`src/rtl/rvhazard_pkg.sv`:
```
// Shared constants, state encoding and helpers for the RISC-V pipeline hazard monitor.
package rvhazard_pkg;

    localparam int NUM_CHK = 7;

    localparam int CHK_X0_WRITE     = 0;
    localparam int CHK_LOAD_USE     = 1;
    localparam int CHK_BRANCH_FLUSH = 2;
    localparam int CHK_STALL_HOLD   = 3;
    localparam int CHK_FWD_A        = 4;
    localparam int CHK_FWD_B        = 5;
    localparam int CHK_STALL_RUN    = 6;

    typedef enum logic [1:0] {
        ST_DISARMED = 2'd0,
        ST_ARMED    = 2'd1,
        ST_TRIPPED  = 2'd2
    } state_e;

    // Index of the lowest set bit, so simultaneous violations report the lowest check.
    function automatic logic [2:0] lowest_set(input logic [NUM_CHK-1:0] v);
        lowest_set = 3'd0;
        for (int i = NUM_CHK - 1; i >= 0; i--) begin
            if (v[i]) lowest_set = 3'(i);
        end
    endfunction

endpackage

```
`src/rtl/rvhazard_satcnt.sv`:
```
// Saturating up-counter with synchronous clear (clear wins) and count enable.
module rvhazard_satcnt #(
    parameter int W = 32
) (
    input  logic         clk,
    input  logic         reset_n,
    input  logic         en,
    input  logic         clr,
    output logic [W-1:0] cnt
);

    logic [W-1:0] cnt_q;
    logic [W-1:0] cnt_d;

    always_comb begin
        cnt_d = cnt_q;
        if (clr) begin
            cnt_d = '0;
        end else if (en && (cnt_q != '1)) begin
            cnt_d = cnt_q + W'(1);
        end
    end

    always_ff @(posedge clk or negedge reset_n) begin
        if (!reset_n) begin
            cnt_q <= '0;
        end else begin
            cnt_q <= cnt_d;
        end
    end

    assign cnt = cnt_q;

endmodule

```
`src/rtl/rvhazard_monitor.sv`:
```
// Watches a 5-stage RISC-V pipeline's hazard unit signals and latches the first rule violation.
module rvhazard_monitor
    import rvhazard_pkg::*;
#(
    parameter int XLEN      = 32,
    parameter int CNT_W     = 32,
    parameter int MAX_STALL = 16
) (
    input  logic               clk,
    input  logic               reset_n,
    input  logic               arm,
    input  logic               clr,
    input  logic [NUM_CHK-1:0] chk_en,
    input  logic               reg_write_w,
    input  logic [4:0]         rd_w,
    input  logic               load_e,
    input  logic [4:0]         rd_e,
    input  logic [31:0]        instr_d,
    input  logic               stall_d,
    input  logic               flush_d,
    input  logic               pc_src_e,
    input  logic [1:0]         forward_ae,
    input  logic [1:0]         forward_be,
    input  logic [XLEN-1:0]    src_a_e,
    input  logic [XLEN-1:0]    src_b_e,
    input  logic [XLEN-1:0]    alu_result_m,
    output logic [1:0]         state,
    output logic [NUM_CHK-1:0] err_sticky,
    output logic [2:0]         fail_id,
    output logic [CNT_W-1:0]   fail_cycle,
    output logic               irq,
    output logic [CNT_W-1:0]   stall_cnt,
    output logic [CNT_W-1:0]   flush_cnt
);

    localparam int RUN_W = $clog2(MAX_STALL + 1) + 1;

    state_e             state_q, state_d;
    logic [NUM_CHK-1:0] sticky_q, sticky_d;
    logic [2:0]         fail_id_q, fail_id_d;
    logic [CNT_W-1:0]   fail_cycle_q, fail_cycle_d;
    logic               irq_q, irq_d;
    logic               stall_q;
    logic [31:0]        instr_q;
    logic [RUN_W-1:0]   run_q, run_d;

    logic [NUM_CHK-1:0] raw;
    logic [NUM_CHK-1:0] viol;
    logic               first_viol;
    logic               active;
    logic [CNT_W-1:0]   cycle_cnt;
    logic [4:0]         rs1_d, rs2_d;

    assign rs1_d  = instr_d[19:15];
    assign rs2_d  = instr_d[24:20];
    assign active = (state_q != ST_DISARMED);

    // Run length saturates at MAX_STALL; reaching it with another stall is the violation.
    always_comb begin
        run_d = '0;
        if (stall_d) begin
            run_d = (run_q >= RUN_W'(MAX_STALL)) ? run_q : run_q + RUN_W'(1);
        end
    end

    always_comb begin
        raw = '0;
        raw[CHK_X0_WRITE]     = reg_write_w && (rd_w == 5'd0);
        raw[CHK_LOAD_USE]     = load_e && (rd_e != 5'd0) &&
                                ((rs1_d == rd_e) || (rs2_d == rd_e)) && !stall_d;
        raw[CHK_BRANCH_FLUSH] = pc_src_e && !flush_d;
        raw[CHK_STALL_HOLD]   = stall_q && !flush_d && (instr_d != instr_q);
        raw[CHK_FWD_A]        = (forward_ae == 2'b10) && (src_a_e != alu_result_m);
        raw[CHK_FWD_B]        = (forward_be == 2'b10) && (src_b_e != alu_result_m);
        raw[CHK_STALL_RUN]    = stall_d && (run_q >= RUN_W'(MAX_STALL));
    end

    // clr suppresses every violation in its cycle so nothing is flagged or captured.
    assign viol       = raw & chk_en & {NUM_CHK{active && !clr}};
    assign first_viol = (state_q == ST_ARMED) && (|viol);

    always_comb begin
        state_d = state_q;
        if (!arm) begin
            state_d = ST_DISARMED;
        end else begin
            case (state_q)
                ST_DISARMED: state_d = ST_ARMED;
                ST_ARMED:    if (first_viol) state_d = ST_TRIPPED;
                ST_TRIPPED:  if (clr) state_d = ST_ARMED;
                default:     state_d = ST_DISARMED;
            endcase
        end
    end

    always_comb begin
        sticky_d     = sticky_q | viol;
        fail_id_d    = fail_id_q;
        fail_cycle_d = fail_cycle_q;
        irq_d        = first_viol;
        if (clr) begin
            sticky_d     = '0;
            fail_id_d    = '0;
            fail_cycle_d = '0;
        end else if (first_viol) begin
            fail_id_d    = lowest_set(viol);
            fail_cycle_d = cycle_cnt;
        end
    end

    always_ff @(posedge clk or negedge reset_n) begin
        if (!reset_n) begin
            state_q      <= ST_DISARMED;
            sticky_q     <= '0;
            fail_id_q    <= '0;
            fail_cycle_q <= '0;
            irq_q        <= 1'b0;
            stall_q      <= 1'b0;
            instr_q      <= '0;
            run_q        <= '0;
        end else begin
            state_q      <= state_d;
            sticky_q     <= sticky_d;
            fail_id_q    <= fail_id_d;
            fail_cycle_q <= fail_cycle_d;
            irq_q        <= irq_d;
            stall_q      <= stall_d;
            instr_q      <= instr_d;
            run_q        <= run_d;
        end
    end

    rvhazard_satcnt #(.W(CNT_W)) u_cycle_cnt (
        .clk     (clk),
        .reset_n (reset_n),
        .en      (active),
        .clr     (clr),
        .cnt     (cycle_cnt)
    );

    rvhazard_satcnt #(.W(CNT_W)) u_stall_cnt (
        .clk     (clk),
        .reset_n (reset_n),
        .en      (active && stall_d),
        .clr     (clr),
        .cnt     (stall_cnt)
    );

    rvhazard_satcnt #(.W(CNT_W)) u_flush_cnt (
        .clk     (clk),
        .reset_n (reset_n),
        .en      (active && flush_d),
        .clr     (clr),
        .cnt     (flush_cnt)
    );

    assign state      = state_q;
    assign err_sticky = sticky_q;
    assign fail_id    = fail_id_q;
    assign fail_cycle = fail_cycle_q;
    assign irq        = irq_q;

endmodule

```
`config.mk`:
```
export PLATFORM = sky130hd
export DESIGN_NAME = rvhazard_monitor
export DESIGN_NICKNAME = d
export VERILOG_FILES = /design/src/rtl/rvhazard_pkg.sv /design/src/rtl/rvhazard_satcnt.sv /design/src/rtl/rvhazard_monitor.sv
export SDC_FILE = /design/constraint.sdc
export NUM_CORES = 1
export LEC_CHECK = 0
export ABC_AREA = 1
export CAP_MARGIN = 20
export CORE_MARGIN = 2
export CORE_UTILIZATION = 45
export CTS_BUF_LIST = sky130_fd_sc_hd__clkbuf_16
export DETAILED_ROUTE_END_ITERATION = 12
export PLACE_DENSITY = 0.75
export SLEW_MARGIN = 30
export SYNTH_ARGS = -nofsm -noshare
export SYNTH_HDL_FRONTEND = slang
export SYNTH_HIERARCHICAL = 1
export SYNTH_SLANG_ARGS = --single-unit
```
`constraint.sdc`:
```
create_clock -name clk -period 1.7 [get_ports clk]
set_input_delay 0.34 -clock clk [delete_from_list [all_inputs] [get_ports clk]]
set_output_delay 0.34 -clock clk [all_outputs]
set_load 0.02 [all_outputs]
```
==> metrics.cfg, run 1 <==
[finish]
layout.cells.most_common = nand2_1
design.final.nets = 2387
post_layout_nonfiller_instances = 2574
layout-drive-gt1-share_pct = 19.0
layout_common_cells = nand2_1, nor2_1, inv_1
synthToLayoutAreaGrowth_pct = 47.4

[worst_setup_path]
timing.critical_path.to_type = flop
crit_fanout = 7
path_class = in2reg
worstSetupStartpointType = input pin
cp_data_arrival_time_ns = 2.33
worst-r2r-cell-count = 13
timing.critical_path.required_ns = 2.05
rr_endpoint = fail_cycle[11]$_DFFE_PN0P_
ff2ff_setup_slack_ns = -0.23
reg2reg_start = instr_q[8]$_DFF_PN0_

[synth]
synthesis.area_um2 = 11900
async_set_reset_flop_share_out_of_synthesis_pct = 100
synth_ff_type = dfrtp_1
post_synth_fa_ha_maj_area_fraction_pct = 0.421
syn_area_per_cell_um2 = 6.79
synthXorXnorAreaFrac_pct = 7.30
yosys_warnings = 6
synth_compound_gate_area_share_pct = 3.19
ys_seq_elements = 180
post_synth_inst_count = 1750
muxShareOfSynthArea_pct = 0
ys_top_cells_by_area = dfrtp_1, nand2_1, nor2_1
combinational_family_with_the_most_area_after_synthesis = simple AND/OR/NAND/NOR gates
syn_nets = 1912
netlist-cell-type-count = 40
synth_largest_type_area_fraction_pct = 37.9
synth_enable_flop_cells = 0
synth_simple_gate_area_share_pct = 42.2
synth-seq-area-share_pct = 37.9
synth_area_leader_cell = dfrtp_1

[routing]
antenna_left = 0
average_wire_per_standard_cell_um = 15.0
drc_errors = 0
num_vias = 13000
drtIter0Drc = 840
first_pass_detailed_route_iteration_total = 6
wirelength_mm = 38.7
drt-vias-per-instance = 5.05

[cts]
clock_tree.htree_level_count = 4
cts_buffers = 17
tritoncts = built
cts.root.buffer_cell = clkbuf_16
clock_latency_ns = 0.43
cts.sink_count = 180
cts.clk_slew.worst_paths_ns = 0.08
cts_max_path_buffers = 2

[sta]
finalMaxSlewViolations = 0
report.final.hold_viol_count = 0
hold_ws_ns = 0.114
fin_skew_ns = 0.0167
final.setup.tns_ns = -9.11
max_slew.worst_pin.slew_ns = 0.681
max_slew_margin_pct = 54.6
maxClockFrequency_ghz = 0.505
rsz_0062_raised_after_global_routing = yes
min_period_ns = 1.98
final_critical_path_setup_slack_ns = -0.280
setup_viol = 40
final.period_utilization_pct = 116

[placement]
pre_cts_ws_ns = -0.968
numPlacedInstances = 2514
detailed_place_hpwl_mm = 27.7
place_congestion = 0.960
port_buffers = 266

[pwr]
power_consumption_uw = 10300
p_leak_uw = 0.00932
vdd_drop_max_mv = 0.517
p_per_area_nw_per_um2 = 586

[global_routing]
globalRouteTotalUtil_pct = 26.2
antenna_violations_before_repair = 2
first_pass_grt_wire_length_mm = 59.9
via_count_of_the_first_global_routing_pass = 12600
grt_max_degree = 51
overall_overflow_remaining_after_global_route = 0

[floorplanning]
placement_rows = 59
starting_utilization_of_the_core_area_pct = 45.7
dieArea_um2 = 27700
core_area_um2 = 26000
floorplan.io_pins = 267
die_width_um = 166
die_h_um = 166

[flow_run]
max_cap_viol_count = 0

[hold_path]
hold_class = in2reg
hold_path_end = instr_q[8]$_DFF_PN0_
hold-path-cell-count = 1
hold_start = instr_d[8]

[outcome]
outcome = finished, violations left
violations = setup timing

per-stage QoR:
stage	area [um2]	util, %
floorplan	11900	-
global placement	16200	62.4
detailed placement	16200	62.4
CTS	16700	64.4
global route	17500	67.4
finish	17500	67.4
cell usage after synthesis (2+ instances only):
cell type and instances:
a21oi_1 19, a21oi_2 2, a22oi_1 3, buf_1 3, buf_2 4, buf_6 20
clkbuf_1 6, dfrtp_1 180, ha_1 4, inv_1 193, inv_2 10, nand2_1 665
nand2_2 19, nand2_4 9, nand2_8 3, nand3_1 145, nand3b_1 4, nand4_1 29
nor2_1 242, nor2_2 15, nor2_4 9, nor2_8 3, nor3_1 4, nor3_2 2
o21ai_0 14, o21ai_1 30, or2_2 3, xnor2_1 75, xor2_1 24
how the worst max path moves through the flow:
stage	from	end	slack, ns	cells after the start
6_report	alu_result_m[19]	fail_cycle[11]$_DFFE_PN0P_	-0.28	16
5_1_grt	alu_result_m[11]	fail_cycle[2]$_DFFE_PN0P_	-0.42	16
4_1_cts	state[0]$_DFFE_PN0P_	fail_cycle[30]$_DFFE_PN0P_	-0.18	11
3_5_place_dp	instr_d[19]	fail_cycle[9]$_DFFE_PN0P_	-0.97	15
3_3_place_gp	rd_e[4]	fail_id[0]$_DFFE_PN0P_	-0.92	13
2_1_floorplan	u_stall_cnt/cnt[1]$_DFFE_PN0P_	u_stall_cnt/cnt[25]$_DFFE_PN0P_	0.0007	12
final cells by class:
| type | instances | area (um2) |
|---|---|---|
| antenna | 1 | 2.50 |
| clock buffer | 17 | 425 |
| clock inverter | 15 | 108 |
| fill | 2198 | 8470 |
| inverter | 203 | 785 |
| multi-input combinational | 1334 | 6740 |
| sequential | 180 | 4520 |
| tap | 335 | 419 |
| timing repair buffer | 489 | 4510 |
power by group:
part           total [uW]  switching (uW)  internal (uW)
combinational        2140            1130           1010
sequential           4410            53.5           4360
clock                3720            1830           1890
kinds of logic (layout without fill, tap and decap cells):
family	after synthesis	after routing
other cells	0	1
flops	180	180
xor+xnor	99	99
compound gates	70	70
fa+ha+maj	4	4
buf+inv	238	724
simple gates	1159	1161
sequential cells by signal, summed over array words and instances, names as in the netlist:
signal and cells:
irq 1, fail_id 3, u_flush_cnt/cnt 32, u_stall_cnt/cnt 32, fail_cycle 32, run_q 6, instr_q 32, state 2
err_sticky 7, u_cycle_cnt/cnt 32, stall_q 1
critical path, cell delays in order:
cell and delay, ns:
clkdlybuf4s50_1 0.49, inv_2 0.10, nand2_1 0.05, nand2_1 0.05, nand2_1 0.05, nor2_1 0.09
nand2_1 0.06, nor2_1 0.14, nand2_1 0.08, nand2_2 0.09, nand3_4 0.10, o21ai_4 0.18
buf_12 0.17, clkbuf_16 0.17, nand3_2 0.06, nand2_1 0.09
metal layers:
layer | part of all wire [%] | wire [um] | track usage [%]
met5 | 0.034 | 13 | 0
met3 | 6.3 | 2450 | 5.13
met2 | 50 | 19500 | 47.1
met4 | 3.4 | 1300 | 9.82
met1 | 40 | 15400 | 31.0
repair_timing:
action,4_1_cts,5_1_grt
cloned,2,10
hold buffers,1,0
setup endpoints to repair,189,132
resized for setup,151,159
pin swaps,10,43
buffers inserted,6,10
hold endpoints to repair,39,0
Note: power is estimated with default switching activity, not from simulation.
==> inputs of run 2 (changes only) <==
--- a/config.mk
+++ b/config.mk
@@ -12,6 +12,7 @@
 export CTS_BUF_LIST = sky130_fd_sc_hd__clkbuf_16
 export DETAILED_ROUTE_END_ITERATION = 12
 export PLACE_DENSITY = 0.75
+export SKIP_LAST_GASP = 1
 export SLEW_MARGIN = 30
 export SYNTH_ARGS = -nofsm -noshare
 export SYNTH_HDL_FRONTEND = slang
==> metrics.cfg, run 2 (same netlist as run 1, synthesis figures left out) <==
[outcome]
outcome = finished, violations left
violations = setup timing

[worst_setup_path]
ff2ff_setup_slack_ns = -0.25  ; -0.02 ns
path_class = in2reg
reg2reg_start = instr_q[8]$_DFF_PN0_
worstSetupStartpointType = input pin
crit_fanout = 4  ; -3
cp_data_arrival_time_ns = 2.32  ; about the same
timing.critical_path.required_ns = 2.02  ; -0.03 ns
timing.critical_path.to_type = flop
rr_endpoint = fail_cycle[5]$_DFFE_PN0P_
worst-r2r-cell-count = 14  ; +1
critical_path_launch_point = alu_result_m[19]

[sta]
hold_ws_ns = 0.110  ; -0.00410 ns
report.final.hold_viol_count = 0  ; unchanged
rsz_0062_raised_after_global_routing = yes
min_period_ns = 2.00  ; +0.0161 ns
max_slew_margin_pct = 54.7  ; +0.096 points
final_critical_path_setup_slack_ns = -0.297  ; -0.0161 ns
finalMaxSlewViolations = 0  ; unchanged
maxClockFrequency_ghz = 0.501  ; -0.81%
max_slew.worst_pin.slew_ns = 0.680  ; -0.00144 ns
fin_skew_ns = 0.0174  ; +0.000733 ns
setup_viol = 40  ; unchanged
final.period_utilization_pct = 117  ; +0.95 points

[floorplanning]
floorplan.io_pins = 267  ; unchanged
dieArea_um2 = 27700  ; unchanged
starting_utilization_of_the_core_area_pct = 45.7  ; unchanged
core_area_um2 = 26000  ; unchanged
placement_rows = 59  ; unchanged
die_h_um = 166  ; unchanged
die_width_um = 166  ; unchanged

[cts]
clock_tree.htree_level_count = 4  ; unchanged
cts.root.buffer_cell = clkbuf_16
tritoncts = built
cts_buffers = 17  ; unchanged
clock_latency_ns = 0.44  ; about the same
cts_max_path_buffers = 2  ; unchanged
cts.sink_count = 180  ; unchanged
cts.clk_slew.worst_paths_ns = 0.08  ; about the same

[global_routing]
overall_overflow_remaining_after_global_route = 0  ; unchanged
via_count_of_the_first_global_routing_pass = 12600  ; +0.055%
antenna_violations_before_repair = 2  ; unchanged
first_pass_grt_wire_length_mm = 59.8  ; -0.10%
grt_max_degree = 51  ; unchanged
globalRouteTotalUtil_pct = 26.2  ; -0.031 points

[routing]
drtIter0Drc = 792  ; -5.7%
first_pass_detailed_route_iteration_total = 6  ; unchanged
num_vias = 12800  ; -1.1%
average_wire_per_standard_cell_um = 14.5  ; -3.4%
antenna_left = 0  ; unchanged
wirelength_mm = 37.3  ; -3.6%
drt-vias-per-instance = 5.00  ; -0.99%
drc_errors = 0  ; unchanged

[pwr]
vdd_drop_max_mv = 0.532  ; +3.0%
p_leak_uw = 0.00926  ; -0.57%
p_per_area_nw_per_um2 = 589  ; +0.48%
switching_share_pct = 29.2  ; -0.11 points
net_switching_power_uw = 2980  ; -1.1%
share_of_total_power_in_combinational_logic_pct = 20.1  ; -0.7 points
seq_power_share_pct = 43.3  ; +0.3 points
internal_power_uw = 7220  ; -0.55%
pwr-share-clk_pct = 36.6  ; +0.4 points

[hold_path]
hold_class = in2reg
hold_start = instr_d[8]
hold-path-cell-count = 1  ; unchanged
hold_path_end = instr_q[8]$_DFF_PN0_

[placement]
place_congestion = 0.960  ; unchanged
detailed_place_hpwl_mm = 27.7  ; unchanged
port_buffers = 266  ; unchanged
pre_cts_ws_ns = -0.968  ; unchanged

[finish]
design.final.nets = 2383  ; -0.17%
synthToLayoutAreaGrowth_pct = 45.7
layout-drive-gt1-share_pct = 18.0  ; -0.95 points
layout.cells.most_common = nand2_1
fillerInstances = 2249  ; +2.3%
layout_common_cells = nand2_1, nor2_1, inv_1

[flow_run]
max_cap_viol_count = 0  ; unchanged

-- run 2: cell count changes in the layout (fill, tap and decap cells not counted), sizes merged --
cell,previous run,this run
buf,218,216
clkbuf,25,23
clkdlybuf4s15,3,2
clkdlybuf4s50,108,109
-- run 2: final cells by class --
cell class	instances	area [um2]	share of cell area [%]
Clock buffer	17	425	2.46
Timing Repair Buffer	485	4410	25.5
Multi-Input combinational cell	1334	6650	38.4
Sequential cell	180	4510	26.1
Antenna cell	1	2.50	0.0145
Tap cell	335	419	2.42
Clock inverter	15	108	0.622
Inverter	203	777	4.49
-- run 2: worst max-delay path by stage --
stage | endpoint | slack, ns | cells past startpoint
floorplan | u_stall_cnt/cnt[25]$_DFFE_PN0P_ | 0.0007 | 12
global route | fail_cycle[19]$_DFFE_PN0P_ | -0.41 | 17
detailed placement | fail_cycle[9]$_DFFE_PN0P_ | -0.97 | 15
global placement | fail_id[0]$_DFFE_PN0P_ | -0.92 | 13
finish | fail_cycle[5]$_DFFE_PN0P_ | -0.30 | 17
CTS | fail_cycle[30]$_DFFE_PN0P_ | -0.19 | 11
-- run 2: worst max-delay path: stages --
cell and delay (ns):
clkdlybuf4s50_1 0.49, inv_2 0.10, nand2_1 0.05, nand2_1 0.05, nand2_1 0.05, nor2_1 0.09
nand2_1 0.06, nor2_1 0.14, nand2_1 0.08, nand2_2 0.09, nand3_4 0.10, nor2_4 0.20
buf_12 0.14, nor2_4 0.05, clkbuf_16 0.17, nand2_1 0.05, nand2_1 0.04
-- run 2: timing repair --
action / 4_1_cts / 5_1_grt
setup endpoints to repair: 189 / 132
buffers inserted: 6 / 10
pin swaps: 8 / 35
cloned: 2 / 5
gates resized for setup: 147 / 127
hold buffers: 1 / 0
hold endpoints to repair: 39 / 0
-- run 2: power groups by stage --
stage | logic (uW) | registers [uW] | clock network [uW]
CTS | 1910 | 4400 | 3790
finish | 2050 | 4410 | 3740
floorplan | 853 | 4520 | 0
global route | 2220 | 4420 | 3950
detailed placement | 1880 | 4490 | 0
global placement | 1840 | 4480 | 0
-- run 2: routing by layer --
metal	share of wire (%)	global-route usage, %	routed length, um	vias to the layer above
li1	-	-	-	6344
met1	40	30.9	15000	5937
met4	3.1	9.78	1160	2
met3	6.3	5.13	2360	93
met5	0.035	0	13	-
met2	50	47.1	18800	469
-- run 2: through the flow --
stage / power [uW] / utilization, % / instances / TNS [ns] / cell area [um2]
floorplan: 5380 / - / 1750 / 0 / 11900
global placement: 6320 / 62.4 / 2514 / -54.89 / 16200
detailed placement: 6370 / 62.4 / 2514 / -57.96 / 16200
CTS: 10100 / 64.3 / 2555 / -5.79 / 16700
global route: 10600 / 66.6 / 2570 / -15.77 / 17300
finish: 10200 / 66.6 / 2570 / -9.14 / 17300
